File: config.mk
export PLATFORM = sky130hd
export DESIGN_NAME = ahb_sram_ctrl
export DESIGN_NICKNAME = d
export VERILOG_FILES = /design/src/rtl/ahb_sram_pkg.sv /design/src/rtl/ahb_sram_ctrl.sv
export SDC_FILE = /design/constraint.sdc
export NUM_CORES = 1
export LEC_CHECK = 0
export ABC_CLOCK_PERIOD_IN_PS = 4000
export CAP_MARGIN = 10
export CORE_ASPECT_RATIO = 0.9
export CORE_MARGIN = 3
export CORE_UTILIZATION = 23
export CTS_CLUSTER_DIAMETER = 60
export DETAILED_ROUTE_END_ITERATION = 10
export GPL_TIMING_DRIVEN = 0
export PLACE_DENSITY = 0.91
export SYNTH_ARGS = -nofsm -noshare
export SYNTH_HDL_FRONTEND = slang
export SYNTH_SLANG_ARGS = --single-unit
File: constraint.sdc
create_clock -name clk -period 4 [get_ports clk]
set_input_delay 1 -clock clk [delete_from_list [all_inputs] [get_ports clk]]
set_output_delay 1 -clock clk [all_outputs]
set_load 0.05 [all_outputs]
File: src/rtl/ahb_sram_pkg.sv
// Shared AHB-Lite encodings and the controller state type for the SRAM
// slave.
package ahb_sram_pkg;

  localparam logic [1:0] HTRANS_IDLE   = 2'b00;
  localparam logic [1:0] HTRANS_BUSY   = 2'b01;
  localparam logic [1:0] HTRANS_NONSEQ = 2'b10;
  localparam logic [1:0] HTRANS_SEQ    = 2'b11;

  localparam logic HRESP_OKAY  = 1'b0;
  localparam logic HRESP_ERROR = 1'b1;

  typedef enum logic [2:0] {
    S_IDLE,
    S_RD,
    S_WR,
    S_RD_STALL,
    S_ERR1,
    S_ERR2
  } state_t;

endpackage

File: src/rtl/ahb_sram_ctrl.sv
// AHB-Lite slave in front of a single-port SRAM with registered read data.
// Reads are zero-wait, writes land in the data phase, and a read that
// collides with a write costs one stall.
module ahb_sram_ctrl
  import ahb_sram_pkg::*;
#(
  parameter int DATA_WIDTH = 32,
  parameter int DEPTH      = 64,
  parameter int ADDR_WIDTH = $clog2(DEPTH),
  parameter int SIZE_CODE  = 2
) (
  input  logic                  clk,
  input  logic                  rst,
  input  logic                  hsel,
  input  logic [31:0]           haddr,
  input  logic [1:0]            htrans,
  input  logic                  hwrite,
  input  logic [2:0]            hsize,
  input  logic [DATA_WIDTH-1:0] hwdata,
  input  logic                  hready,
  output logic                  hreadyout,
  output logic                  hresp,
  output logic [DATA_WIDTH-1:0] hrdata,
  output logic                  sram_csen_n,
  output logic                  sram_we,
  output logic [ADDR_WIDTH-1:0] sram_addr,
  output logic [DATA_WIDTH-1:0] sram_din,
  input  logic [DATA_WIDTH-1:0] sram_dout_reg
);

  state_t                state, state_nxt;
  logic [ADDR_WIDTH-1:0] addr_q, addr_nxt;
  logic                  accept;
  logic                  req_err;
  logic [31:0]           word_idx;
  logic [ADDR_WIDTH-1:0] req_word;

  // Gated by rst so nothing can reach the SRAM pins while reset is held.
  assign accept   = !rst && hsel && hready &&
                    (htrans == HTRANS_NONSEQ || htrans == HTRANS_SEQ);
  assign word_idx = haddr >> SIZE_CODE;
  assign req_word = haddr[SIZE_CODE +: ADDR_WIDTH];
  assign req_err  = (hsize != 3'(SIZE_CODE)) ||
                    (haddr[SIZE_CODE-1:0] != '0) ||
                    (word_idx >= 32'(DEPTH));

  always_ff @(posedge clk or posedge rst) begin
    if (rst) begin
      state  <= S_IDLE;
      addr_q <= '0;
    end else begin
      state  <= state_nxt;
      addr_q <= addr_nxt;
    end
  end

  always_comb begin
    state_nxt = S_IDLE;
    addr_nxt  = addr_q;
    if (accept) begin
      if (req_err) begin
        state_nxt = S_ERR1;
      end else if (hwrite) begin
        state_nxt = S_WR;
        addr_nxt  = req_word;
      end else if (state == S_WR) begin
        // SRAM port is busy with the write; replay the read next cycle.
        state_nxt = S_RD_STALL;
        addr_nxt  = req_word;
      end else begin
        state_nxt = S_RD;
      end
    end else begin
      case (state)
        S_RD_STALL: state_nxt = S_RD;
        S_ERR1:     state_nxt = S_ERR2;
        default:    state_nxt = S_IDLE;
      endcase
    end
  end

  always_comb begin
    hreadyout   = 1'b1;
    hresp       = HRESP_OKAY;
    hrdata      = '0;
    sram_csen_n = 1'b1;
    sram_we     = 1'b0;
    sram_addr   = '0;
    sram_din    = '0;
    case (state)
      S_RD: hrdata = sram_dout_reg;
      S_WR: begin
        sram_csen_n = 1'b0;
        sram_we     = 1'b1;
        sram_addr   = addr_q;
        sram_din    = hwdata;
      end
      S_RD_STALL: begin
        hreadyout   = 1'b0;
        sram_csen_n = 1'b0;
        sram_addr   = addr_q;
      end
      S_ERR1: begin
        hreadyout = 1'b0;
        hresp     = HRESP_ERROR;
      end
      S_ERR2: hresp = HRESP_ERROR;
      default: ;
    endcase
    // Zero-wait read: issue in the address phase unless a write owns the port.
    if (accept && !req_err && !hwrite && state != S_WR) begin
      sram_csen_n = 1'b0;
      sram_we     = 1'b0;
      sram_addr   = req_word;
    end
  end

endmodule

==> results.toml <==
[synthesis]
synthesis.area_um2 = 1060
synthCells = 137
ys_types = 25
ys_seq_area_share_pct = 21.3
yosys_warnings = 0
syn_avg_cell_area_um2 = 7.71
syn_nets = 243
synth-seq-cells = 9

[sta]
worst_pin_slew_ns = 0.557
timing.fmax_mhz = 258
rsz0062_at_grt = "false"
hold_violations = 0
setup_slack_ns = 0.117
skew_ns = 0.00173
finalSetupViolCount = 0
fin_crit_ns = 3.88
slew_violations = 0
maxSlewHeadroom_pct = 62.7
fin_crit_sh_pct = 97.1

[route]
viasPerCell = 4.34
num_vias = 1643
dr.pass1.iters = 4
wirelength_um = 5190
wl_per_cell_um = 13.7
drc = 0
antenna_left = 0
drtIter0Drc = 22

[critical_path]
cp.required_ns = 3.00
cp-end-kind = "primary output"
critPathArrivalTime_ns = 2.88
crit_type = "primary input to primary output"
worst-path-max-fanout = 6
cp-start-kind = "primary input"

[power]
vdd_ir_drop_max_mv = 0.205
pwr_density_cell_nw_per_um2 = 311
finalPower_mw = 0.916
power.leakage_nw = 1.23

[floorplanning]
rows = 22
dieHeight_um = 70.3
die_x_um = 77.4
dieArea_um2 = 5440
core_area_um2 = 4240
start_util_pct = 24.9
io_pins = 180

[global_routing]
grt_max_degree = 11
grt_pass1_wl_um = 7920
antenna_found_initial = 0
grt_usage_pct = 18.0
grt_remaining_overflow = 0
grt_pass1_vias = 1675

[clock_tree]
tritoncts = "built"
worstSkewPairLatency_ns = 0.22
hold_buffers = 0
clk_path_buf_depth = 2
cts_buffers = 3
cts_root_buffer = "clkbuf_8"
cts.sinks = 9
htreeDepth = 1
path_clk_slew_ns = 0.04

[hold_path]
hp-class = "register to register"

[finish]
drive_above_1_share_pct = 7.52
diodes = 0
stdcell_count = 379
syn2layout_area_growth_pct = 179
nNetsFinal = 426

[placed_design]
gp_congestion = 0.761
dp_cells = 375
port-buffer-count = 178
dp_hpwl_um = 4730
place_ws_ns = -0.509

[flow_run]
maxCapViolations = 0

[run_status]
status = "finished clean"
[cell usage in the layout, fill, tap and decap left out, drive strengths merged]
cell type	instances
and4b	1
nor3b	2
o21a	1
a21oi	1
dlygate4sd2	1
dfrtp	9
inv	7
o22ai	1
nor2	5
clkdlybuf4s50	171
nand2	6
clkbuf	11
nor2b	3
buf	6
mux2i	6
nor4b	1
nand4	3
and2	64
and3	2
nand3	3
mux2	6
nor4	6
and4	1
nor3	2
[path summary, 6_finish.rpt]
path / cells after the start / end / slack, ns / from
worst max-delay path: 6 / sram_addr[2] / 0.12 / haddr[9]
worst min-delay path: 1 / addr_q[2] / 0.50 / addr_q[2]
worst max register to register: 4 / addr_q[1] / 2.04 / state[0]
worst min register to register: 1 / addr_q[2] / 0.50 / addr_q[2]
max in group asynchronous: 2 / addr_q[2] / 2.70 / rst
min in group asynchronous: 2 / addr_q[0] / 1.06 / rst
[power breakdown]
| part | internal, mW | total [mW] | switching (mW) |
|---|---|---|---|
| Sequential | 0.101 | 0.112 | 0.0107 |
| Clock | 0.0690 | 0.100 | 0.0311 |
| Combinational | 0.282 | 0.704 | 0.422 |
[cells by family after synthesis]
| logic type | count (synthesis) | synth area share, % |
|---|---|---|
| and+or+nand+nor | 99 | 59.7 |
| muxes | 12 | 12.1 |
| AOI/OAI and AO/OA | 3 | 1.78 |
| buffers and inverters | 14 | 5.09 |
| DFF | 9 | 21.3 |
[state kept, by name (all words and copies together) (netlist names)]
name	count
addr_q	6
state	3
[metrics by stage]
stage / hold slack (ns) / util (%) / setup TNS, ns / area (um^2)
global route: 0.523 / 69.5 / 0 / 2950
floorplan: 0.481 / - / 0 / 1060
global placement: 0.490 / 68.7 / -2.72 / 2910
finish: 0.502 / 69.5 / 0 / 2950
CTS: 0.507 / 69.0 / 0 / 2930
detailed placement: 0.496 / 68.7 / -2.97 / 2910
[cell usage after synthesis]
cell / n / area (um^2)
and2_1: 64 / 400
dfrtp_1: 9 / 225
inv_1: 7 / 26.3
clkbuf_1: 6 / 22.5
mux2_2: 6 / 67.6
mux2i_1: 6 / 60.1
nand2_1: 6 / 22.5
nor2_1: 5 / 18.8
nor4_1: 5 / 31.3
nand3_1: 3 / 15.0
nor2b_1: 3 / 18.8
and3_1: 2 / 12.5
nand4_1: 2 / 12.5
nor3_1: 2 / 10.0
a21oi_1: 1 / 5.00
and4_2: 1 / 10.0
and4b_1: 1 / 10.0
buf_2: 1 / 5.00
nand4_2: 1 / 12.5
nor3b_1: 1 / 7.51
nor3b_2: 1 / 12.5
nor4_4: 1 / 21.3
nor4b_2: 1 / 15.0
o21a_1: 1 / 7.51
o22ai_1: 1 / 6.26
[critical path: stages]
cell             delay, ns
clkdlybuf4s50_1       0.40
nor4_1                0.40
and3_1                0.27
nand4_2               0.27
mux2i_1               0.27
clkbuf_4              0.26
[timing repair]
| item | 4_1_cts | 5_1_grt |
|---|---|---|
| endpoints found under the setup margin | 7 | 3 |
| gates cloned | 0 | 0 |
| pin swaps | 0 | 0 |
| buffers inserted | 0 | 0 |
| resized for setup | 31 | 4 |
[cell type report]
class                      instances  area, um^2
buffer                             7        27.5
clock buffer                       4        45.0
fill                             348        1290
inverter                           7        26.3
multi-input combinational        114         796
sequential                         9         225
tap                               60        75.1
timing repair buffer             178        1750
[metal layers]
layer / GRT usage (%) / share of wire [%] / routed length [um]
met1: 17.7 / 34 / 1790
met2: 35.8 / 54 / 2800
met3: 5.28 / 9.8 / 508
met4: 5.14 / 1.7 / 88
met5: 0 / 0 / 0
Power figures use the tool's default switching activity.
